**src/rtl/wash_mode_controller.sv**
```systemverilog
// -----------------------------------------------------------------------------
// wash_mode_controller
//   Top-level mode FSM of the washing machine. Conditions the front-panel
//   inputs, walks the machine through its modes, selects the program word that
//   the run/countdown controller consumes, and drives the buzzer.
//
// Ports
//   clk         in   1  system clock
//   rst_n       in   1  asynchronous active-low reset
//   power_btn   in   1  raw power key level (asynchronous)
//   start_btn   in   1  raw start/pause key level (asynchronous)
//   prog_btn    in   1  raw program-select key level (asynchronous)
//   door_open   in   1  raw door switch level, 1 = open (asynchronous)
//   hadFinish   in   1  run countdown exhausted (from run controller)
//   initTime    in   3  power-on countdown, honoured only in beginST
//   finishTime  in   3  finish countdown, honoured only in finishST
//   state       out  3  mode code
//   data        out 26  selected program word
//   prog_sel    out  2  current program index 0..2
//   alarm       out  1  buzzer enable
// -----------------------------------------------------------------------------
module wash_mode_controller #(
  parameter logic [25:0] PROG0 = 26'h1AA4D52,
  parameter logic [25:0] PROG1 = 26'h0912489,
  parameter logic [25:0] PROG2 = 26'h0000000
) (
  input  logic        clk,
  input  logic        rst_n,
  input  logic        power_btn,
  input  logic        start_btn,
  input  logic        prog_btn,
  input  logic        door_open,
  input  logic        hadFinish,
  input  logic [2:0]  initTime,
  input  logic [2:0]  finishTime,
  output logic [2:0]  state,
  output logic [25:0] data,
  output logic [1:0]  prog_sel,
  output logic        alarm
);

  typedef enum logic [2:0] {
    SHUTDOWN_ST = 3'd0,
    BEGIN_ST    = 3'd1,
    SET_ST      = 3'd2,
    RUN_ST      = 3'd3,
    ERROR_ST    = 3'd4,
    PAUSE_ST    = 3'd5,
    FINISH_ST   = 3'd6
  } state_e;

  // Bit order of the conditioned inputs: {door, prog, start, power}
  logic [3:0]  raw_s;
  logic [3:0]  sync1_q;
  logic [3:0]  sync2_q;
  logic [2:0]  prev_q;

  logic        pwr_p_s;
  logic        start_p_s;
  logic        prog_p_s;
  logic        door_s;

  state_e      state_q, state_d;
  logic [1:0]  prog_sel_q, prog_sel_d;
  logic [25:0] data_q, data_d;
  logic        alarm_q, alarm_d;

  assign raw_s = {door_open, prog_btn, start_btn, power_btn};

  // Two-flop synchronizers for all raw inputs plus a previous-value flop for buttons
  always_ff @(posedge clk or negedge rst_n) begin
    if (!rst_n) begin
      sync1_q <= 4'd0;
      sync2_q <= 4'd0;
      prev_q  <= 3'd0;
    end else begin
      sync1_q <= raw_s;
      sync2_q <= sync1_q;
      prev_q  <= sync2_q[2:0];
    end
  end

  // Rising-edge pulses are combinational on the third flop so the FSM reacts
  // on the third clock edge after the raw press.
  assign pwr_p_s   = sync2_q[0] & ~prev_q[0];
  assign start_p_s = sync2_q[1] & ~prev_q[1];
  assign prog_p_s  = sync2_q[2] & ~prev_q[2];
  assign door_s    = sync2_q[3];

  // Next-state, program-select and output-register logic
  always_comb begin
    state_d    = state_q;
    prog_sel_d = prog_sel_q;

    if (pwr_p_s && (state_q != SHUTDOWN_ST)) begin
      // Power key overrides every other event
      state_d = SHUTDOWN_ST;
    end else begin
      case (state_q)
        SHUTDOWN_ST: begin
          if (pwr_p_s) state_d = BEGIN_ST;
          else         state_d = SHUTDOWN_ST;
        end
        BEGIN_ST: begin
          if (initTime == 3'd0) state_d = SET_ST;
          else                  state_d = BEGIN_ST;
        end
        SET_ST: begin
          // A start press in the same cycle as a program press wins; the
          // program index is left alone so the started program is the one shown.
          if (start_p_s) begin
            state_d = door_s ? ERROR_ST : RUN_ST;
          end else if (prog_p_s) begin
            prog_sel_d = (prog_sel_q >= 2'd2) ? 2'd0 : prog_sel_q + 2'd1;
          end else begin
            state_d = SET_ST;
          end
        end
        RUN_ST: begin
          if (door_s)         state_d = ERROR_ST;
          else if (hadFinish) state_d = FINISH_ST;
          else if (start_p_s) state_d = PAUSE_ST;
          else                state_d = RUN_ST;
        end
        PAUSE_ST: begin
          if (!door_s && start_p_s) state_d = RUN_ST;
          else                      state_d = PAUSE_ST;
        end
        ERROR_ST: begin
          if (!door_s && start_p_s) state_d = PAUSE_ST;
          else                      state_d = ERROR_ST;
        end
        FINISH_ST: begin
          if (finishTime == 3'd0) state_d = SHUTDOWN_ST;
          else                    state_d = FINISH_ST;
        end
        default: state_d = SHUTDOWN_ST;  // illegal code 7 recovers
      endcase
    end

    // Program word tracks the index only while selecting; frozen elsewhere so
    // the run controller reloads the same program after pause or error.
    if (state_q == SET_ST) begin
      case (prog_sel_q)
        2'd0:    data_d = PROG0;
        2'd1:    data_d = PROG1;
        default: data_d = PROG2;
      endcase
    end else begin
      data_d = data_q;
    end

    alarm_d = (state_q == ERROR_ST) || (state_q == FINISH_ST);
  end

  // State, program index, program word and alarm registers
  always_ff @(posedge clk or negedge rst_n) begin
    if (!rst_n) begin
      state_q    <= SHUTDOWN_ST;
      prog_sel_q <= 2'd0;
      data_q     <= PROG0;
      alarm_q    <= 1'b0;
    end else begin
      state_q    <= state_d;
      prog_sel_q <= prog_sel_d;
      data_q     <= data_d;
      alarm_q    <= alarm_d;
    end
  end

  assign state    = state_q;
  assign prog_sel = prog_sel_q;
  assign data     = data_q;
  assign alarm    = alarm_q;

endmodule

```
**config.mk**
```make
export PLATFORM = sky130hd
export DESIGN_NAME = wash_mode_controller
export DESIGN_NICKNAME = d
export VERILOG_FILES = /design/src/rtl/wash_mode_controller.sv
export SDC_FILE = /design/constraint.sdc
export NUM_CORES = 1
export LEC_CHECK = 0
export CAP_MARGIN = 20
export CORE_ASPECT_RATIO = 1.1
export CORE_MARGIN = 2
export CORE_UTILIZATION = 40
export DETAILED_ROUTE_END_ITERATION = 16
export MAX_ROUTING_LAYER = met4
export PLACE_DENSITY = 0.72
export SYNTH_ARGS = -nofsm -noshare
export SYNTH_HDL_FRONTEND = slang
export SYNTH_SLANG_ARGS = --single-unit
```
**constraint.sdc**
```tcl
create_clock -name clk -period 5.6 [get_ports clk]
set_clock_uncertainty 0.2 [all_clocks]
set_input_delay 1.12 -clock clk [delete_from_list [all_inputs] [get_ports clk]]
set_output_delay 1.12 -clock clk [all_outputs]
set_load 0.01 [all_outputs]
```
==> results of run 1 <==
[worst register-to-register path: stages (launching register included)]
cell,delay (ns)
sky130_fd_sc_hd__dfrtp_1,0.53
sky130_fd_sc_hd__nor2b_4,0.26
sky130_fd_sc_hd__nand2b_4,0.10
sky130_fd_sc_hd__or4_4,0.56
sky130_fd_sc_hd__mux2_4,0.31
[worst min path at each step]
| stage | depth (start not counted) | end | startpoint | slack, ns |
|---|---|---|---|---|
| floorplan | 0 | sync2_q[0] | sync1_q[0] | 0.13 |
| global placement | 0 | sync2_q[3] | sync1_q[3] | 0.13 |
| detailed placement | 0 | sync2_q[3] | sync1_q[3] | 0.14 |
| CTS | 0 | sync2_q[2] | sync1_q[2] | 0.16 |
| global route | 0 | sync2_q[2] | sync1_q[2] | 0.17 |
| finish | 0 | sync2_q[2] | sync1_q[2] | 0.16 |
[per-layer routing]
layer | up-vias | wire length (µm) | GRT usage
met2 | 24 | 930 | 0.239
met3 | 2 | 79 | 0.0419
met4 | 0 | 9 | 0.0330
met1 | 345 | 722 | 0.151
li1 | 345 | - | -
met5 | - | 0 | -
[cell families after synthesis]
| group | Yosys count |
|---|---|
| buffers and inverters | 27 |
| and+or+nand+nor | 26 |
| DFF | 20 |
| AOI/OAI and AO/OA | 19 |
| muxes | 3 |
| other | 1 |
[stage by stage]
step,instance area (µm²),util,std cells,power [mW]
after floorplan,1070,-,103,0.410
after CTS,1310,0.524,149,0.574
final,1310,0.524,149,0.566
after global placement,1280,0.514,145,0.498
after global routing,1310,0.524,149,0.610
after detailed placement,1280,0.514,145,0.506
[where the power goes]
group / leakage (nW) / switching [mW] / internal [mW]
sequential: 0.243 / 0.0479 / 0.178
clock: 0.0150 / 0.0384 / 0.0276
combinational: 0.283 / 0.102 / 0.172
[placed cells by master (no fill, tap or decap), types with 2 or more instances in the layout]
master                             n
sky130_fd_sc_hd__nand2b_1          5
sky130_fd_sc_hd__o21ai_0           5
sky130_fd_sc_hd__inv_1             2
sky130_fd_sc_hd__clkdlybuf4s50_1  36
sky130_fd_sc_hd__clkbuf_4          3
sky130_fd_sc_hd__o311ai_0          2
sky130_fd_sc_hd__dfrtp_1          18
sky130_fd_sc_hd__nor2_1            4
sky130_fd_sc_hd__conb_1            8
sky130_fd_sc_hd__nand2_1           4
sky130_fd_sc_hd__dfstp_2           2
sky130_fd_sc_hd__nor2b_1           4
[sequential cells by signal, indices dropped and copies added (netlist names)]
register and count:
sync2_q 4, data 3, state 3, alarm 1
sync1_q 4, prog_sel 2, prev_q 3
[layout make-up]
type | instances | share of cell area
sequential | 20 | 0.384
multi-input combinational | 56 | 0.285
timing repair buffer | 36 | 0.275
tap | 31 | 0.0296
clock buffer | 4 | 0.0201
inverter | 2 | 0.00574
==> results by group, run 1 <==
Status
  – Run status: complete, no violations

STA
  – Final setup violation count: 0
  – Setup repair after global routing missed its margin: no
  – Slew HR: 0.429
  – Setup TNS: 0 ns
  – Hold Vio Cnt, Final: 0
  – Count of final max-slew check failures: 0
  – Post-route clock period utilization: 0.509
  – Worst slew pin tran: 0.853 ns
  – Fmax: 351 MHz
  – Setup WS post-layout: roughly 2.7 ns
  – Worst Hold Slack: around 0.16 ns
  – Post-route minimum period: approximately 2.9 ns

Drt
  – DRT Wirelength: ~1.7 mm
  – Routed WL per cell: between 10 and 15 µm
  – Count of vias placed by the detailed router: about 720
  – TritonRoute pass-1 iters: 2
  – Total DRC errors in the routed layout: 0
  – Mean number of vias per cell: around 4.8
  – Antenna Nets Post-Route: 0
  – Number of DRC violations after detailed-routing iteration 0: 12

Global route
  – GR Overflow Total: 0
  – Vias in the first global route: ~700
  – Largest net degree at the start of global routing: 21
  – Global-route wire length before repair: approximately 3.1 mm
  – Number of antenna violations at the first check in global routing: 0
  – Global-route usage over all layers: 0.137

Critical path
  – Worst r2r src: state[1]
  – Setup slack of the most critical reg-to-reg path: approximately 3.5 ns
  – Crit Path Category: flip-flop to output pin
  – Worst Setup Start Kind: flip-flop
  – Largest delay contributor family on the critical path: flip-flops
  – Req. time, crit path: 4.28 ns
  – Worst reg-to-reg path cell count: 4
  – Chain of cells forming the critical path: clkdlybuf4s50_1
  – Slowest cell on the critical path: sky130_fd_sc_hd__dfrtp_1
  – Type of element capturing the critical path: output pin
  – End point of the critical path: state[0]
  – Number of logic stages on the critical path including buffering: 1
  – Arr. time, crit path: around 1.5 ns
  – Number of buffer and inverter stages on the critical path: 1
  – Worst-path fanout max: 15
  – Reg-to-Reg End: prog_sel[0]
  – Largest incremental delay on the critical path: roughly 0.63 ns
  – Source of the critical timing path: state[0]

Clock tree
  – CTS resizes: 0
  – Number of clock sinks: 20
  – Worst-Skew Late Latency: around 0.28 ns
  – Clock tree from TritonCTS: yes
  – Clock buffer count from CTS: 3
  – Longest Clk Path Bufs: 2
  – Clock Pin Slew Worst Setup and Hold Paths: about 0.10 ns
  – Number of buffers added for setup after CTS: 0
  – H-tree Lvls: 1
  – CTS Hold Bufs: 0
  – Root Buffer Master: sky130_fd_sc_hd__clkbuf_4

Cells and area
  – Number of inserted filler cells in the final layout: 215
  – Ratio of cells with drive above 1 in the final layout: 0.110
  – Synthesis-to-layout area growth: 25.3%
  – Fin nets: about 130
  – Combined area of the multi-input logic cells: around 370 µm²
  – Antenna cells: 0
  – Sequential cell area: approximately 500 µm²

Placed design
  – Input/output buffers: 36
  – DP HPWL: 1.38 mm
  – Gp weighted congestion: 0.740
  – Worst setup slack after placement: 2.75 ns

Flow run
  – Count of max-cap constraint violations: 0

Synth
  – Synth Cell Area: between 1000 and 1500 µm²
  – Simple-gate share of the synthesized area: 0.162
  – Post-Synthesis Cells: 96
  – Area share of the largest cell type after synthesis: 0.431
  – Post-synth top cells: sky130_fd_sc_hd__buf_4 (23), sky130_fd_sc_hd__dfrtp_1 (18), sky130_fd_sc_hd__nand2b_1 (5), sky130_fd_sc_hd__o21ai_0 (5)
  – Library cell with the largest summed area after synthesis: sky130_fd_sc_hd__dfrtp_1
  – Number of synthesis warnings: 0
  – Multiplexer fraction of the synthesized cell area: 0.0347
  – Synthesized area divided by synthesized cell count: between 10 and 15 µm²
  – Share of async-settable or async-resettable flops after synthesis: 1.00
  – Cell types occupying the most area after synthesis: sky130_fd_sc_hd__dfrtp_1 (43%), sky130_fd_sc_hd__buf_4 (17%), sky130_fd_sc_hd__dfstp_2 (5.0%)
  – Main combinational cell family by area after synthesis: buffers and inverters
  – Count of flip-flops with a built-in enable after synthesis: 0
  – Netlist cell types: 37
  – Yosys reg bits: 20
  – Commonest register cell after synthesis: sky130_fd_sc_hd__dfrtp_1
  – XOR/XNOR Fraction of Synth Area: 0
  – Part of the Yosys area used for sequential elements: 0.481
  – Post-Synth Adder-Cell Area: 0
  – Library cell with the highest instance count after synthesis: sky130_fd_sc_hd__buf_4
  – Synthesized-area fraction occupied by ao, oa, aoi and oai cells: 0.132

Die
  – Number of placement rows: 19
  – Initial cell density of the core: 0.419
  – IO Pins: 45
  – Width of the die: 52.7 µm
  – Overall die area: 3040 µm²
  – Standard cell core area: 2500 µm²
  – DIE HEIGHT: roughly 58 µm

Pwr
  – Highest ir drop seen on vdd: roughly 0.00021 V
  – Leak Pwr: ~0.54 nW
  – Power per cell area: 432 nW/µm²

Min path
  – Kind of path behind the tightest hold check: flip-flop to flip-flop
Note: power is estimated with default switching activity, not from simulation.
==> run 2, diff against run 1 <==
clock period = 2.9 ns   (was 5.6 ns; I/O delays follow)
==> results by group, run 2 (synthesized netlist as in run 1, its figures left out) <==
Clock tree
  – Clock tree from TritonCTS: yes (unchanged)
  – Number of clock sinks: 20 (unchanged)
  – Root Buffer Master: sky130_fd_sc_hd__clkbuf_4 (unchanged)
  – Clock Pin Slew Worst Setup and Hold Paths: 0.10 ns (about the same)
  – Clock buffer count from CTS: 3 (unchanged)
  – CTS Hold Bufs: 0 (unchanged)
  – CTS resizes: 0 (unchanged)
  – Worst-Skew Late Latency: 0.29 ns (was 0.28 ns)
  – H-tree Lvls: 1 (unchanged)
  – Longest Clk Path Bufs: 2 (unchanged)
  – Number of buffers added for setup after CTS: 0 (unchanged)

Die
  – Initial cell density of the core: 0.419 (unchanged)
  – Overall die area: 3040 µm² (unchanged)
  – Standard cell core area: 2500 µm² (unchanged)
  – Width of the die: 52.7 µm (unchanged)
  – Number of placement rows: 19 (unchanged)
  – DIE HEIGHT: 57.6 µm (unchanged)
  – IO Pins: 45 (unchanged)

Global route
  – GR Overflow Total: 0 (unchanged)
  – Vias in the first global route: 630 (was 689)
  – Global-route usage over all layers: 0.124 (was 0.137)
  – Largest net degree at the start of global routing: 21 (unchanged)
  – Number of antenna violations at the first check in global routing: 0 (unchanged)
  – Global-route wire length before repair: 2.79 mm (was 3.06 mm)

Critical path
  – Largest delay contributor family on the critical path: flip-flops (unchanged)
  – Worst-path fanout max: 15 (unchanged)
  – Largest incremental delay on the critical path: 0.63 ns (about the same)
  – Worst Setup Start Kind: flip-flop (unchanged)
  – Type of element capturing the critical path: output pin (unchanged)
  – Number of buffer and inverter stages on the critical path: 1 (unchanged)
  – Arr. time, crit path: 1.55 ns (was 1.53 ns)
  – Slowest cell on the critical path: sky130_fd_sc_hd__dfrtp_1 (unchanged)
  – Req. time, crit path: 2.12 ns (was 4.28 ns)
  – Crit Path Category: flip-flop to output pin (unchanged)
  – Chain of cells forming the critical path: clkdlybuf4s50_1 (unchanged)

Cells and area
  – Fin nets: 133 (was 132)
  – Final design utilization: 0.531 (was 0.524)
  – Number of inserted filler cells in the final layout: 230 (was 215)
  – Ratio of cells with drive above 1 in the final layout: 0.126 (was 0.110)
  – Synthesis-to-layout area growth: 26.9% (was 25.3%)
  – Combined area of the multi-input logic cells: 373 µm² (unchanged)
  – Most common library cell in the layout ignoring fill and taps: sky130_fd_sc_hd__clkdlybuf4s50_1 (unchanged)
  – Top flop regs: sync1_q: 4 flops, sync2_q: 4 flops (unchanged)
  – Top library cells by usage in the layout, fill and taps aside: sky130_fd_sc_hd__clkdlybuf4s50_1 (36), sky130_fd_sc_hd__dfrtp_1 (18), sky130_fd_sc_hd__conb_1 (8) (unchanged)
  – Sequential cell area: 503 µm² (unchanged)
  – Area of all placed cells without fillers: 1330 µm² (was 1310 µm²)
  – Antenna cells: 0 (unchanged)

Drt
  – TritonRoute pass-1 iters: 4 (was 2)
  – Routed WL per cell: 11.4 µm (was 11.7 µm)
  – Mean number of vias per cell: 4.91 (was 4.81)
  – DRT Wirelength: 1.71 mm (was 1.74 mm)
  – Antenna Nets Post-Route: 0 (unchanged)
  – Total DRC errors in the routed layout: 0 (unchanged)
  – Number of DRC violations after detailed-routing iteration 0: 10 (was 12)
  – Count of vias placed by the detailed router: 737 (was 716)

Placed design
  – Input/output buffers: 36 (unchanged)
  – DP HPWL: 1.37 mm (was 1.38 mm)
  – Instance area at placement: 1290 µm² (was 1280 µm²)
  – Gp weighted congestion: 0.736 (was 0.740)

Pwr
  – Power per cell area: 847 nW/µm² (was 432 nW/µm²)
  – Highest ir drop seen on vdd: 0.000485 V (was 0.000209 V)
  – Leak Pwr: 0.551 nW (was 0.541 nW)

Min path
  – Kind of path behind the tightest hold check: flip-flop to flip-flop (unchanged)

STA
  – Post-route minimum period: between 2 and 2.5 ns
  – Setup TNS: 0 ns (unchanged)
  – Fmax: about 430 MHz
  – Post-route clock period utilization: 0.802
  – Worst Hold Slack: 0.158 ns (about the same)
  – Setup repair after global routing missed its margin: no (unchanged)
  – Hold Vio Cnt, Final: 0 (unchanged)
  – Count of final max-slew check failures: 0 (unchanged)
  – Final setup violation count: 0 (unchanged)

Flow run
  – Count of max-cap constraint violations: 0 (unchanged)

Status
  – Run status: complete, no violations (unchanged)
run 2: cell type report:
class	count	area share
clock buffers	4	0.0274
inverters	2	0.00566
multi-input cells	56	0.281
flip-flops and latches	20	0.379
well taps	31	0.0292
repair buffers	37	0.277
run 2: report_power, final:
part	leakage, nW	switching, mW	internal, mW	total [mW]
registers	0.243	0.0932	0.344	0.438
clock network	0.0210	0.0795	0.0764	0.156
logic	0.287	0.196	0.333	0.529
total	0.551	0.369	0.754	1.12
run 2: layer usage:
metal | vias up | wire length [µm] | track usage
li1 | 345 | - | -
met1 | 358 | 660 | 0.142
met2 | 30 | 942 | 0.213
met3 | 4 | 85 | 0.0236
met4 | 0 | 23 | 0.0440
met5 | - | 0 | -
run 2: final timing paths:
kind / slack, ns / start / to / cells after the start
max: 0.57 / state[0] / state[0] / 1
min: 0.16 / sync1_q[1] / sync2_q[1] / 0
max reg2reg: 0.86 / state[1] / prog_sel[0] / 4
min reg2reg: 0.16 / sync1_q[1] / sync2_q[1] / 0
max in group asynchronous: 1.84 / rst_n / data[21] / 2
min in group asynchronous: 0.41 / rst_n / sync2_q[2] / 2
run 2: per-stage QoR:
stage               setup WS [ns]  instances  total power [mW]
global route                0.499        150              1.19
CTS                         0.570        150              1.14
global placement            0.640        146             0.962
detailed placement          0.602        146             0.979
floorplan                   0.963        103             0.792
finish                      0.574        150              1.12
==> run 3, diff against run 2 <==
clock period = 2.27 ns   (was 2.9 ns; I/O delays follow)
==> results by group, run 3 (synthesized netlist as in run 1, its figures left out) <==
Status
  – Run status: complete, no violations (unchanged)

Critical path
  – Number of buffer and inverter stages on the critical path: 1 (unchanged)
  – Req. time, crit path: 1.62 ns (was 2.12 ns)
  – Worst Setup Start Kind: flip-flop (unchanged)
  – Arr. time, crit path: 1.48 ns (was 1.55 ns)
  – Worst reg-to-reg path cell count: 3 (was 4)
  – Crit Path Category: flip-flop to output pin (unchanged)
  – Worst r2r src: state[0] (was state[1])
  – Largest delay contributor family on the critical path: flip-flops (unchanged)
  – Chain of cells forming the critical path: clkdlybuf4s50_1 (unchanged)
  – Largest incremental delay on the critical path: 0.63 ns (about the same)
  – Slowest cell on the critical path: sky130_fd_sc_hd__dfstp_2 (was sky130_fd_sc_hd__dfrtp_1)
  – Type of element capturing the critical path: output pin (unchanged)
  – Setup slack of the most critical reg-to-reg path: 0.41 ns (was 0.86 ns)
  – Worst-path fanout max: 11 (was 15)
  – Reg-to-Reg End: prog_sel[0] (unchanged)

Min path
  – Hold Path End: sync2_q[3] (was sync2_q[1])
  – Kind of path behind the tightest hold check: flip-flop to flip-flop (unchanged)
  – Worst hold path depth: 0 (unchanged)
  – Worst Hold Launch: sync1_q[3] (was sync1_q[1])

Global route
  – Largest net degree at the start of global routing: 21 (unchanged)
  – Vias in the first global route: 662 (was 630)
  – Global-route wire length before repair: 2.74 mm (was 2.79 mm)
  – Global-route usage over all layers: 0.124 (about the same)
  – GR Overflow Total: 0 (unchanged)
  – Number of antenna violations at the first check in global routing: 0 (unchanged)

Clock tree
  – Worst-Skew Late Latency: 0.29 ns (about the same)
  – Clock buffer count from CTS: 3 (unchanged)
  – Longest Clk Path Bufs: 2 (unchanged)
  – Number of clock sinks: 20 (unchanged)
  – CTS resizes: 0 (unchanged)
  – H-tree Lvls: 1 (unchanged)
  – Clock tree from TritonCTS: yes (unchanged)
  – Number of buffers added for setup after CTS: 0 (unchanged)
  – CTS Hold Bufs: 0 (unchanged)
  – Root Buffer Master: sky130_fd_sc_hd__clkbuf_4 (unchanged)
  – Clock Pin Slew Worst Setup and Hold Paths: 0.10 ns (about the same)

Placed design
  – DP HPWL: 1.39 mm (was 1.37 mm)
  – Input/output buffers: 36 (unchanged)
  – Gp weighted congestion: 0.782 (was 0.736)
  – Post-placement cell count: 149 (was 146)

Drt
  – Total DRC errors in the routed layout: 0 (unchanged)
  – Number of DRC violations after detailed-routing iteration 0: 6 (was 10)
  – Antenna Nets Post-Route: 0 (unchanged)
  – Mean number of vias per cell: 4.82 (was 4.91)
  – Routed WL per cell: 11.1 µm (was 11.4 µm)
  – DRT Wirelength: 1.70 mm (was 1.71 mm)
  – TritonRoute pass-1 iters: 4 (unchanged)
  – Count of vias placed by the detailed router: 737 (unchanged)

Pwr
  – Leak Pwr: 0.567 nW (was 0.551 nW)
  – Highest ir drop seen on vdd: 0.000556 V (was 0.000485 V)
  – Power per cell area: 1080 nW/µm² (was 847 nW/µm²)

Cells and area
  – Top flop regs: sync1_q: 4 flops, sync2_q: 4 flops (unchanged)
  – Top library cells by usage in the layout, fill and taps aside: sky130_fd_sc_hd__clkdlybuf4s50_1 (36), sky130_fd_sc_hd__dfrtp_1 (18), sky130_fd_sc_hd__conb_1 (8) (unchanged)
  – Synthesis-to-layout area growth: 29.1% (was 26.9%)
  – Non-filler instance count after layout: 153 (was 150)
  – Ratio of cells with drive above 1 in the final layout: 0.148 (was 0.126)
  – Final design utilization: 0.540 (was 0.531)
  – Fin nets: 136 (was 133)
  – Most common library cell in the layout ignoring fill and taps: sky130_fd_sc_hd__clkdlybuf4s50_1 (unchanged)
  – Antenna cells: 0 (unchanged)

Die
  – Width of the die: 52.7 µm (unchanged)
  – Overall die area: 3040 µm² (unchanged)
  – DIE HEIGHT: 57.6 µm (unchanged)
  – IO Pins: 45 (unchanged)
  – Standard cell core area: 2500 µm² (unchanged)
  – Initial cell density of the core: 0.419 (unchanged)
  – Number of placement rows: 19 (unchanged)

STA
  – Post-route clock period utilization: 0.942
  – Hold Vio Cnt, Final: 0 (unchanged)
  – Post-route minimum period: about 2.1 ns
  – Setup repair after global routing missed its margin: no (unchanged)
  – Final setup violation count: 0 (unchanged)
  – Setup TNS: 0 ns (unchanged)
  – Count of final max-slew check failures: 0 (unchanged)
  – Fmax: around 470 MHz

Flow run
  – Count of max-cap constraint violations: 0 (unchanged)
==> run 3: worst max path at each step <==
stage                     startpoint          end  slack, ns  cells past startpoint
after floorplan             state[1]  prog_sel[0]       0.33                      5
after global placement     hadFinish     state[1]       0.13                      5
after detailed placement   hadFinish     state[1]       0.07                      5
after CTS                   data[21]      data[1]       0.11                      1
after global routing        data[21]     data[11]       0.06                      1
final                       data[21]     data[17]       0.13                      1
==> run 3: final cells by class <==
type,instances,area (µm²)
well taps,31,38.8
fillers,234,1150
flip-flops and latches,20,503
clock buffers,4,36.3
repair buffers,40,390
multi-input cells,56,373
inverters,2,7.51
==> run 3: per-stage QoR <==
step / worst slack [ns] / area (µm²) / total power, mW / hold WS, ns
finish: 0.133 / 1350 / 1.46 / 0.159
global route: 0.0590 / 1350 / 1.55 / 0.164
CTS: 0.110 / 1350 / 1.48 / 0.158
detailed placement: 0.0655 / 1310 / 1.28 / 0.137
global placement: 0.127 / 1310 / 1.26 / 0.134
floorplan: 0.333 / 1070 / 1.01 / -0.0416
==> run 3: per-layer routing <==
layer  wire length [µm]  global-route usage
met1                681               0.130
met4                 17              0.0330
met2                908               0.225
met5                  0                   -
met3                 95              0.0314
==> run 3: power breakdown <==
group          total (mW)  internal [mW]  switching, mW
sequential          0.522          0.441         0.0816
combinational       0.739          0.448          0.291
clock               0.198         0.0977          0.101
total                1.46          0.987          0.473
